**config.mk**
```make
export PLATFORM = sky130hd
export DESIGN_NAME = calc_sequencer
export DESIGN_NICKNAME = d
export VERILOG_FILES = /design/src/rtl/calc_sequencer.sv
export SDC_FILE = /design/constraint.sdc
export NUM_CORES = 1
export LEC_CHECK = 0
export ABC_AREA = 1
export CAP_MARGIN = 20
export CORE_MARGIN = 5
export CORE_UTILIZATION = 58
export DETAILED_ROUTE_END_ITERATION = 16
export GPL_TIMING_DRIVEN = 0
export PLACE_DENSITY = 0.83
export SYNTH_ARGS = -nofsm -noshare
export SYNTH_HDL_FRONTEND = slang
export SYNTH_SLANG_ARGS = --single-unit
```
**constraint.sdc**
```tcl
create_clock -name clk -period 11 [get_ports clk]
set_clock_uncertainty 0.1 [all_clocks]
set_input_delay 2.2 -clock clk [delete_from_list [all_inputs] [get_ports clk]]
set_output_delay 2.2 -clock clk [all_outputs]
set_load 0.005 [all_outputs]
```
**src/rtl/calc_sequencer.sv**
```systemverilog
// calc_sequencer: keypad-driven sequencer for the calculator datapath.
// Ports: clk/rst (async high); key_valid/key_code key events in;
//   alu_a/alu_b/alu_opcode to the alu, alu_result back from it;
//   disp_value/result_valid/overflow to the display; busy during
//   the alu settle window; key_reject pulses for ignored keys.
module calc_sequencer #(
    parameter int ALU_LAT  = 2,
    parameter int DISP_MAX = 999
) (
    input  logic               clk,
    input  logic               rst,
    input  logic               key_valid,
    input  logic [3:0]         key_code,
    output logic signed [7:0]  alu_a,
    output logic signed [7:0]  alu_b,
    output logic [1:0]         alu_opcode,
    input  logic signed [15:0] alu_result,
    output logic signed [15:0] disp_value,
    output logic               busy,
    output logic               result_valid,
    output logic               overflow,
    output logic               key_reject
);

    typedef enum logic [1:0] {
        ENTER_A,
        ENTER_B,
        EXEC,
        SHOW
    } state_t;

    localparam int CW = (ALU_LAT > 1) ? $clog2(ALU_LAT) : 1;
    localparam logic [CW-1:0] CNT_LAST = CW'(ALU_LAT - 1);

    state_t             state_q, state_d;
    logic signed [7:0]  a_q, a_d;
    logic signed [7:0]  b_q, b_d;
    logic [1:0]         op_q, op_d;
    logic signed [15:0] res_q, res_d;
    logic               bh_q, bh_d;
    logic [CW-1:0]      cnt_q, cnt_d;
    logic               rej_q, rej_d;
    logic signed [15:0] disp_q, disp_d;
    logic               busy_q, busy_d;
    logic               rv_q, rv_d;
    logic               ovf_q, ovf_d;
    logic               zero;

    logic        is_dig, is_op, is_eq;
    logic [1:0]  op_key;
    logic [7:0]  acc_src;
    logic [11:0] acc_nx;
    logic        dig_ok;
    logic        res_fits;

    assign is_dig = (key_code <= 4'd9);
    assign is_op  = (key_code >= 4'd10) && (key_code <= 4'd13);
    assign is_eq  = (key_code == 4'd14);
    assign op_key = 2'(key_code - 4'd10);

    // Operands are only ever accumulated from non-negative values,
    // so the unsigned widening is safe.
    assign acc_src = (state_q == ENTER_B) ? b_q : a_q;
    assign acc_nx  = {4'b0, acc_src} * 12'd10 + {8'b0, key_code};
    assign dig_ok  = (acc_nx <= 12'd127);

    assign res_fits = (res_q >= -16'sd128) && (res_q <= 16'sd127);

    always_comb begin
        state_d = state_q;
        a_d     = a_q;
        b_d     = b_q;
        op_d    = op_q;
        res_d   = res_q;
        bh_d    = bh_q;
        cnt_d   = cnt_q;
        rej_d   = 1'b0;
        zero    = 1'b0;
        unique case (state_q)
            ENTER_A: begin
                if (key_valid) begin
                    unique case (1'b1)
                        is_dig: begin
                            if (dig_ok) a_d = acc_nx[7:0];
                            else rej_d = 1'b1;
                        end
                        is_op: begin
                            op_d    = op_key;
                            b_d     = '0;
                            bh_d    = 1'b0;
                            state_d = ENTER_B;
                        end
                        is_eq:   rej_d = 1'b1;
                        default: zero  = 1'b1;
                    endcase
                end
            end
            ENTER_B: begin
                if (key_valid) begin
                    unique case (1'b1)
                        is_dig: begin
                            if (dig_ok) begin
                                b_d  = acc_nx[7:0];
                                bh_d = 1'b1;
                            end else begin
                                rej_d = 1'b1;
                            end
                        end
                        is_op: begin
                            if (bh_q) rej_d = 1'b1;
                            else op_d = op_key;
                        end
                        is_eq: begin
                            if (bh_q) begin
                                state_d = EXEC;
                                cnt_d   = '0;
                            end else begin
                                rej_d = 1'b1;
                            end
                        end
                        default: zero = 1'b1;
                    endcase
                end
            end
            EXEC: begin
                if (key_valid && key_code == 4'd15) begin
                    zero = 1'b1;
                end else begin
                    rej_d = key_valid;
                    if (cnt_q == CNT_LAST) begin
                        res_d   = alu_result;
                        state_d = SHOW;
                    end else begin
                        cnt_d = cnt_q + 1'b1;
                    end
                end
            end
            SHOW: begin
                if (key_valid) begin
                    unique case (1'b1)
                        is_dig: begin
                            a_d     = {4'b0, key_code};
                            state_d = ENTER_A;
                        end
                        is_op: begin
                            if (res_fits) begin
                                a_d     = res_q[7:0];
                                op_d    = op_key;
                                b_d     = '0;
                                bh_d    = 1'b0;
                                state_d = ENTER_B;
                            end else begin
                                rej_d = 1'b1;
                            end
                        end
                        is_eq: begin
                            // Repeat-equals: B and opcode are reused.
                            if (res_fits) begin
                                a_d     = res_q[7:0];
                                cnt_d   = '0;
                                state_d = EXEC;
                            end else begin
                                rej_d = 1'b1;
                            end
                        end
                        default: zero = 1'b1;
                    endcase
                end
            end
        endcase
        if (zero) begin
            state_d = ENTER_A;
            a_d     = '0;
            b_d     = '0;
            op_d    = '0;
            res_d   = '0;
            bh_d    = 1'b0;
            cnt_d   = '0;
        end
    end

    // Display-side outputs are computed from the next state so the
    // registered copies line up with the state register.
    always_comb begin
        disp_d = disp_q;
        unique case (state_d)
            ENTER_A: disp_d = {{8{a_d[7]}}, a_d};
            ENTER_B: begin
                if (bh_d) disp_d = {{8{b_d[7]}}, b_d};
                else disp_d = {{8{a_d[7]}}, a_d};
            end
            SHOW:    disp_d = res_d;
            default: disp_d = disp_q;
        endcase
        busy_d = (state_d == EXEC);
        rv_d   = (state_d == SHOW);
        ovf_d  = (state_d == SHOW) &&
                 ((int'(res_d) > DISP_MAX) ||
                  (int'(res_d) < -DISP_MAX));
    end

    always_ff @(posedge clk or posedge rst) begin
        if (rst) begin
            state_q <= ENTER_A;
            a_q     <= '0;
            b_q     <= '0;
            op_q    <= '0;
            res_q   <= '0;
            bh_q    <= 1'b0;
            cnt_q   <= '0;
            rej_q   <= 1'b0;
            disp_q  <= '0;
            busy_q  <= 1'b0;
            rv_q    <= 1'b0;
            ovf_q   <= 1'b0;
        end else begin
            state_q <= state_d;
            a_q     <= a_d;
            b_q     <= b_d;
            op_q    <= op_d;
            res_q   <= res_d;
            bh_q    <= bh_d;
            cnt_q   <= cnt_d;
            rej_q   <= rej_d;
            disp_q  <= disp_d;
            busy_q  <= busy_d;
            rv_q    <= rv_d;
            ovf_q   <= ovf_d;
        end
    end

    assign alu_a        = a_q;
    assign alu_b        = b_q;
    assign alu_opcode   = op_q;
    assign disp_value   = disp_q;
    assign busy         = busy_q;
    assign result_valid = rv_q;
    assign overflow     = ovf_q;
    assign key_reject   = rej_q;

endmodule

```
==> results of run 1 <==
==> final cells by class <==
cell class	instances	area share, %
plain buffers	20	1.78
clock buffers	11	2.62
clock inverters	5	1.06
inverters	116	7.62
multi-input cells	532	48.9
flip-flops and latches	58	25.1
well taps	105	2.27
repair buffers	60	10.6
==> cells in the mapped netlist, types with 7 or more instances <==
cell type,n
nand2_1,227
inv_1,103
nand3_1,60
dfrtp_1,58
a21oi_1,52
nor2_1,39
o21ai_0,22
ha_1,21
nand2_2,12
nand4_1,12
clkbuf_1,8
inv_2,8
or2_0,7
==> layer usage <==
layer  part of all wire, %  wire, µm  global-route usage [%]
met1                    42      5970                    39.6
met2                    45      6460                    46.0
met3                   9.8      1400                    7.92
met4                   3.2       455                    11.5
met5                     0         0                       0
==> metrics by stage <==
step,instances,area (µm²)
after floorplan,726,4820
after global placement,890,5540
after detailed placement,891,5560
after CTS,907,5780
after global routing,907,5780
final,907,5780
==> worst max-delay path, delay by kind of cell <==
family                     cells  cell delay (ns)
adders and majority gates      2             0.51
and+or+nand+nor               19             1.85
buffers and inverters          4             0.89
==> logic make-up (layout without fill, tap and decap cells) <==
| kind of cell | count (synthesis) | after routing |
|---|---|---|
| AOI/OAI and AO/OA | 108 | 108 |
| xor gates and xnor gates | 5 | 5 |
| adders and majority gates | 23 | 23 |
| buffers and inverters | 136 | 212 |
| DFF | 58 | 58 |
| and+or+nand+nor | 396 | 396 |
==> state kept, by name (all words and copies together) (netlist names) <==
name          count
alu_a             8
alu_b             8
alu_opcode        2
bh_q              1
busy              1
cnt_q             1
disp_value       16
key_reject        1
overflow          1
res_q            16
result_valid      1
state_q           2
==> power by group through the flow <==
stage | clock network, mW | registers, mW | logic (mW)
global route | 0.225 | 0.403 | 1.86
floorplan | 0 | 0.381 | 1.17
finish | 0.213 | 0.390 | 1.65
CTS | 0.214 | 0.388 | 1.63
detailed placement | 0 | 0.391 | 1.61
global placement | 0 | 0.389 | 1.57
==> worst min-delay path by stage <==
| stage | endpoint | slack (ns) | cells after the start |
|---|---|---|---|
| 2_1_floorplan | alu_opcode[0]$_DFFE_PP0P_ | 0.40 | 2 |
| 3_3_place_gp | alu_opcode[0]$_DFFE_PP0P_ | 0.40 | 2 |
| 3_5_place_dp | alu_opcode[0]$_DFFE_PP0P_ | 0.43 | 2 |
| 4_1_cts | alu_opcode[0]$_DFFE_PP0P_ | 0.44 | 2 |
| 5_1_grt | alu_opcode[0]$_DFFE_PP0P_ | 0.47 | 2 |
| 6_report | alu_opcode[0]$_DFFE_PP0P_ | 0.43 | 2 |
==> results.yml, run 1 <==
outcome:
  status: "completed"
power_and_ir_drop:
  p_sw_share_pct: 53.2
  power_frac_clock_pct: 9.5
  p_int_mw: 1.06
  net-switching-power_mw: 1.20
  combPwrFrac_pct: 73.3
  finalPower_mw: 2.25
  ir_drop_mv: 0.227
  power.leakage_nw: 3.07
  power_density_mw_per_mm2: 390
  seq_power_share_pct: 17.3
global_routing:
  gr-usage-all-layers_pct: 29.6
  grt_max_degree: 39
  antenna_found_initial: 0
  overflow: 0
  grt_pass1_vias: 4983
  grt_pass1_wl_mm: 24.0
timing:
  fin_hold_ws_ns: 0.429
  setup_slack_ns: 5.73
  period_share_pct: 47.9
  hold_viol: 0
  rsz0062_at_grt: "false"
  worst_slew_pin_slew_ns: 0.778
  finalSetupViolCount: 0
  slew_headroom_pct: 47.8
  fmax_mhz: 190
  slew_viol_final: 0
  fin_setup_tns_ns: 0
  fin_crit_ns: 5.27
synth:
  synth-seq-cells: 58
  synth_compound_area_share_pct: 13.8
  syn_area_mm2: 0.00482
  synthSimpleGateAreaFrac_pct: 37.6
  yosys-top-cells-area: "dfrtp_1 30%, nand2_1 18%, inv_1 8.0%"
  synth_cells: 726
  synth_edf_count: 0
  synthArstFlopShare_pct: 100
  synth_area_per_cell_um2: 6.64
  synth_nets: 772
  synth_area_leader_cell: "dfrtp_1"
  synth_top_area_share_pct: 30.1
  synth.distinct_cells: 58
  yosys_warnings: 0
  yosysSeqAreaShare_pct: 30.1
  synth_top_family_by_area: "simple AND/OR/NAND/NOR gates"
  synthAdderAreaFrac_pct: 6.28
  synthMuxAreaShare_pct: 0
  synth-main-ff-cell: "dfrtp_1"
  synthXorXnorAreaFrac_pct: 0.908
route:
  ant_nets: 0
  drt_iter0_markers: 426
  drc: 0
  vias: 5114
  drt-pass1-iter-count: 5
  wl_mm: 14.3
  routedWlPerCell_um: 15.8
  via_per_inst: 5.64
clock_network:
  post_cts_buffers: 0
  cts_root_buf: "clkbuf_8"
  cts_tree: "yes"
  hold_buffers: 0
  cts.reportedPaths.clkPinSlew_ns: 0.07
  clk_latency_ns: 0.35
  cts-buffers-inserted: 9
  cts_resized: 0
  htree_levels: 3
  clock_sinks: 58
  cts_max_path_buffers: 2
critical_path:
  r2r_end: "disp_value[3]$_DFFE_PP0P_"
  cp-end-kind: "register"
  endpoint: "disp_value[3]$_DFFE_PP0P_"
  worstSetupPathType: "input pin to register"
  reg2reg_slack_ns: 5.99
  timing.rr.start: "state_q[1]$_DFF_PP0_"
  cp-start-kind: "input pin"
  crit_path_start: "key_code[1]"
  worstPathRequired_ns: 11.19
  cp.arrival_ns: 5.46
  critPathSlowestCell: "clkdlybuf4s50_1"
  critPathMostFrequentCell: "nand2_1"
  cpPeakStageDelay_ns: 0.61
  reg2reg_depth: 28
  path_max_fanout: 10
flow_run:
  maxCapViolations: 0
cells_and_area:
  area_delta_synth_final_pct: 19.8
  layout_commonest_cell: "nand2_1"
  multi_input_area_mm2: 0.00283
  num-nets-final: 843
  num-fill-cells: 695
  antenna_cells: 0
  regArea_mm2: 0.00145
  post-route-util_pct: 70.7
  drive_gt1_share_pct: 10.2
  final_cell_mix: "227 x nand2_1, 102 x inv_1, 60 x nand3_1"
floorplan:
  initial_core_util_pct: 59.0
  fp.dieArea_mm2: 0.0102
  die_y_um: 101
  core-area_mm2: 0.00818
  io_pins: 61
  fp-row-count: 33
  die-width_um: 101
worst_hold_path:
  hp-class: "register to register"
  min_from: "alu_opcode[0]$_DFFE_PP0P_"
placed_design:
  place_ws_ns: 5.42
  gp_congestion: 0.951
  portBuffers: 59
  dp_hpwl_mm: 11.4
(Power assumes the default switching activity.)
==> inputs of run 2 (changes only) <==
- CORE_UTILIZATION: 58 -> 57
- PLACE_DENSITY: 0.83 -> 0.82
- clock period: 11 -> 4.85 ns (I/O delays scaled with it)
==> run 2 against run 1 <==
Sequential share of layout area is 0.51 points lower. Critical path type is now register to register. Setup slack worse by 5.5 ns. Critical path depth is 3 higher. Final area is 2.3% higher. Global-route usage is 0.85 points lower. Highest routed layer unchanged.
==> results.yml, run 2 (same netlist as run 1, synthesis figures left out) <==
outcome:
  status: "completed"
cells_and_area:
  area_delta_synth_final_pct: 22.5
  antenna_cells: 0
  drive_gt1_share_pct: 12.0
  layout_commonest_cell: "nand2_1"
  num-nets-final: 849
  final_cell_mix: "226 x nand2_1, 101 x inv_1, 60 x nand3_1"
flow_run:
  maxCapViolations: 0
global_routing:
  grt_pass1_vias: 4944
  grt_max_degree: 43
  overflow: 0
  grt_use_met1_pct: 38.8
  antenna_found_initial: 0
  grt_pass1_wl_mm: 23.6
  grtUsageMet3_pct: 5.67
  use_met2_pct: 45.6
  grt_busiest_layer: "met2"
  gr-usage-all-layers_pct: 28.8
critical_path:
  worstSetupPathType: "register to register"
  cp-start-kind: "register"
  crit_family: "simple AND/OR/NAND/NOR gates"
  worstPathRequired_ns: 5.03
  path_max_fanout: 10
  cp_num_buf_inv: 5
  cpPeakStageDelay_ns: 0.46
  reg2reg_slack_ns: 0.24
  cp.arrival_ns: 4.78
  cp-end-kind: "register"
  critPathSlowestCell: "dfrtp_2"
route:
  via_per_inst: 5.66
  drt-pass1-iter-count: 6
  routedWlPerCell_um: 16.2
  drt_iter0_markers: 469
  vias: 5166
  drc: 0
  wl_mm: 14.8
  ant_nets: 0
timing:
  period_share_pct: 95.0
  fin_crit_ns: 4.61
  hold_viol: 0
  slew_headroom_pct: 47.9
  slew_viol_final: 0
  fin_hold_ws_ns: 0.422
  finalSetupViolCount: 0
  fmax_mhz: 217
  worst_slew_pin_slew_ns: 0.777
worst_hold_path:
  hp-class: "register to register"
clock_network:
  hold_buffers: 0
  cts_max_path_buffers: 2
  cts-buffers-inserted: 9
  cts.reportedPaths.clkPinSlew_ns: 0.08
  clk_latency_ns: 0.35
  clock_sinks: 58
  htree_levels: 3
  cts_root_buf: "clkbuf_8"
  cts_tree: "yes"
placed_design:
  dp_hpwl_mm: 11.3
  gp_congestion: 0.920
  portBuffers: 59
floorplan:
  io_pins: 61
  die-width_um: 102
  core-area_mm2: 0.00822
  die_y_um: 102
  fp-row-count: 33
  fp.dieArea_mm2: 0.0104
  initial_core_util_pct: 58.7
## run 2: cell types whose count changed in the layout (fill, tap and decap cells not counted), sizes merged
cell	change
clkbuf	-2
bufinv	+2
buf	+4
clkinv	-2
nand3	+1
inv	+2
o21ai	+1
## run 2: timing repair
item                       CTS  global route
setup buffers                0             4
cloned                       0             2
gates resized for setup      1            20
setup endpoints to repair   15            20
pin swaps                    0             4
## run 2: final timing paths
check,start,end,depth (start not counted)
hold reg to reg,alu_opcode[0]$_DFFE_PP0P_,alu_opcode[0]$_DFFE_PP0P_,2
setup / recovery,state_q[1]$_DFF_PP0_,disp_value[3]$_DFFE_PP0P_,28
hold / removal,alu_opcode[0]$_DFFE_PP0P_,alu_opcode[0]$_DFFE_PP0P_,2
setup reg to reg,state_q[1]$_DFF_PP0_,disp_value[3]$_DFFE_PP0P_,28
min in group asynchronous,rst,alu_a[1]$_DFF_PP0_,2
max in group asynchronous,rst,state_q[0]$_DFF_PP0_,3
## run 2: layer usage
metal | vias to the layer above | share of wire, %
li1 | 2485 | -
met1 | 2352 | 41
met2 | 280 | 46
met3 | 49 | 9.8
met4 | 0 | 3.2
met5 | - | 0
## run 2: through the flow
stage / worst slack (ns) / instance area [µm²] / cells / setup TNS, ns / util, %
final: 0.244 / 5910 / 913 / 0 / 71.9
after detailed placement: -0.0200 / 5560 / 891 / -0.0930 / 67.7
after floorplan: 0.737 / 4820 / 726 / 0 / -
after global placement: 0.0469 / 5540 / 890 / 0 / 67.5
after CTS: 0.0653 / 5810 / 907 / 0 / 70.8
after global routing: -0.0787 / 5910 / 913 / -0.230 / 71.9
## run 2: cell type report
cell class | instances | area, µm²
plain buffers | 20 | 108
clock buffers | 9 | 124
clock inverters | 7 | 125
fillers | 676 | 2310
inverters | 116 | 444
multi-input cells | 534 | 2880
flip-flops and latches | 58 | 1450
well taps | 105 | 131
repair buffers | 64 | 641
## run 2: worst register-to-register path: cells and delay by family, from the launching register on
kind / cells / cell delay (ns)
AO/OA/AOI/OAI: 1 / 0.13
adder cells (fa/ha/maj): 4 / 1.14
buffers and inverters: 5 / 0.60
flip-flops: 1 / 0.46
AND/OR/NAND/NOR: 18 / 2.12
Power of run 2 is not shown: default switching activity piles up to over one toggle a cycle in this logic, so the estimate is an artifact.
==> inputs of run 3 (changes only) <==
- CORE_MARGIN: 5 -> default
- CORE_UTILIZATION: 57 -> 58
- CTS_BUF_LIST: default -> sky130_fd_sc_hd__clkbuf_8
- PLACE_DENSITY: 0.82 -> 0.83
==> run 3 against run 2 <==
Final area is 0.74% lower. Worst hold slack worse by 0.0034 ns. Sequential share of layout area is 0.18 points higher. Largest cell class unchanged. Highest routed layer unchanged. Wire length is 0.51% lower. Clock-buffer cell count is 1 higher.
==> results.yml, run 3 (same netlist as run 1, synthesis figures left out) <==
route:
  drt-pass1-iter-count: 5
  drt_iter0_markers: 510
  drc: 0
  wl_mm: 14.7
  routedWlPerCell_um: 16.1
  ant_nets: 0
  via_per_inst: 5.73
  vias: 5241
floorplan:
  io_pins: 61
  fp-row-count: 32
  fp.dieArea_mm2: 0.00868
  die-width_um: 93.2
  die_y_um: 93.2
  initial_core_util_pct: 61.1
  core-area_mm2: 0.00789
cells_and_area:
  area_delta_synth_final_pct: 21.6
  regArea_mm2: 0.00145
  final_cell_mix: "227 x nand2_1, 102 x inv_1, 60 x nand3_1"
  drive_gt1_share_pct: 12.6
  num-nets-final: 853
  multi_input_area_mm2: 0.00289
  num-fill-cells: 617
  antenna_cells: 0
  layout_commonest_cell: "nand2_1"
critical_path:
  path_max_fanout: 10
  reg2reg_slack_ns: 0.27
  cp.arrival_ns: 4.72
  worstPathRequired_ns: 4.99
  cp-start-kind: "register"
  worstSetupPathType: "register to register"
  r2r_end: "disp_value[12]$_DFFE_PP0P_"
  cp-end-kind: "register"
  reg2reg_depth: 26
  timing.rr.start: "state_q[1]$_DFF_PP0_"
timing:
  rsz0062_at_grt: "false"
  fin_setup_tns_ns: 0
  hold_viol: 0
  fin_crit_ns: 4.58
  finalSetupViolCount: 0
  worst_slew_pin_slew_ns: 0.638
  slew_headroom_pct: 57.4
  period_share_pct: 94.5
  slew_viol_final: 0
  fmax_mhz: 218
worst_hold_path:
  hp-class: "register to register"
  min_from: "alu_opcode[0]$_DFFE_PP0P_"
  min_path_cells: 2
  hold_end: "alu_opcode[0]$_DFFE_PP0P_"
placed_design:
  dp_hpwl_mm: 11.1
  gp_congestion: 0.936
  portBuffers: 59
global_routing:
  grt_max_degree: 31
  grt_pass1_wl_mm: 23.5
  grt_pass1_vias: 5104
  gr-usage-all-layers_pct: 34.9
  overflow: 0
  antenna_found_initial: 0
clock_network:
  htree_levels: 3
  cts_max_path_buffers: 2
  clk_latency_ns: 0.35
  cts_root_buf: "clkbuf_8"
  cts_tree: "yes"
  clock_sinks: 58
  cts-buffers-inserted: 9
  hold_buffers: 0
  cts.reportedPaths.clkPinSlew_ns: 0.08
outcome:
  status: "completed"
flow_run:
  maxCapViolations: 0
## run 3: changes by cell type in the layout (fill, tap and decap cells not counted), moves of 2 or more
| cell | previous run | this run |
|---|---|---|
| buf_4 | 7 | 11 |
| bufinv_16 | 3 | 0 |
| clkinv_2 | 1 | 4 |
| o21ai_1 | 6 | 3 |
| clkinv_4 | 2 | 0 |
| clkinvlp_4 | 0 | 2 |
| inv_6 | 3 | 1 |
| o21ai_2 | 3 | 5 |
## run 3: cell type report
type / instances / area share, %
Clock buffer: 10 / 2.35
Tap cell: 102 / 2.18
Clock inverter: 6 / 0.576
Multi-Input combinational cell: 534 / 49.3
Sequential cell: 58 / 24.8
Buffer: 20 / 1.84
Inverter: 116 / 7.58
Timing Repair Buffer: 68 / 11.4
## run 3: worst max-delay path by stage
stage | from | endpoint | slack (ns) | cells past startpoint
detailed placement | state_q[1]$_DFF_PP0_ | disp_value[15]$_DFFE_PP0P_ | -0.16 | 25
finish | state_q[1]$_DFF_PP0_ | disp_value[12]$_DFFE_PP0P_ | 0.27 | 26
CTS | state_q[1]$_DFF_PP0_ | disp_value[15]$_DFFE_PP0P_ | 0.02 | 26
global route | state_q[1]$_DFF_PP0_ | disp_value[8]$_DFFE_PP0P_ | 0.02 | 27
global placement | state_q[1]$_DFF_PP0_ | disp_value[8]$_DFFE_PP0P_ | -0.03 | 25
floorplan | state_q[1]$_DFF_PP0_ | disp_value[12]$_DFFE_PP0P_ | 0.74 | 25
## run 3: critical path, cell delays in order, from the launching register on
cell and delay (ns):
dfrtp_2 0.44, inv_2 0.11, ha_4 0.18, clkbuf_4 0.20, nand2_1 0.08, o21ai_2 0.11, ha_1 0.27, ha_1 0.23
inv_1 0.07, fa_1 0.46, nor2_2 0.16, nand4_1 0.10, nand2_1 0.13, nand3_1 0.13, nor2_2 0.13, nand3_1 0.12
nand2_4 0.14, nand3_1 0.16, nor2_2 0.16, nand2_1 0.08, nand2_2 0.11, nand3_4 0.17, buf_4 0.20, o21ai_2 0.17
nand3_1 0.10, nand2_1 0.08, inv_1 0.04
## run 3: what timing repair did
action / in CTS / in global routing
setup buffers: 0 / 8
setup endpoints to repair: 16 / 16
gates resized for setup: 5 / 18
gates cloned: 1 / 1
pin swaps: 1 / 4
## run 3: metal layers
layer	vias up	track usage [%]	part of all wire, %
li1	2502	-	-
met1	2396	40.7	40
met2	287	60.9	48
met3	56	7.32	8.4
met4	0	16.8	3.8
met5	-	0	0
## run 3: per-stage QoR
stage          cell area (µm²)  hold WS [ns]  util [%]  worst slack [ns]  instances
6_report                  5860         0.418      74.3             0.269        914
5_1_grt                   5860         0.447      74.3            0.0220        914
4_1_cts                   5750         0.426      72.9            0.0181        905
3_5_place_dp              5560         0.408      70.5            -0.163        888
3_3_place_gp              5540         0.391      70.2           -0.0302        887
2_1_floorplan             4820         0.404         -             0.737        726
Power of run 3 is left out for the same reason.
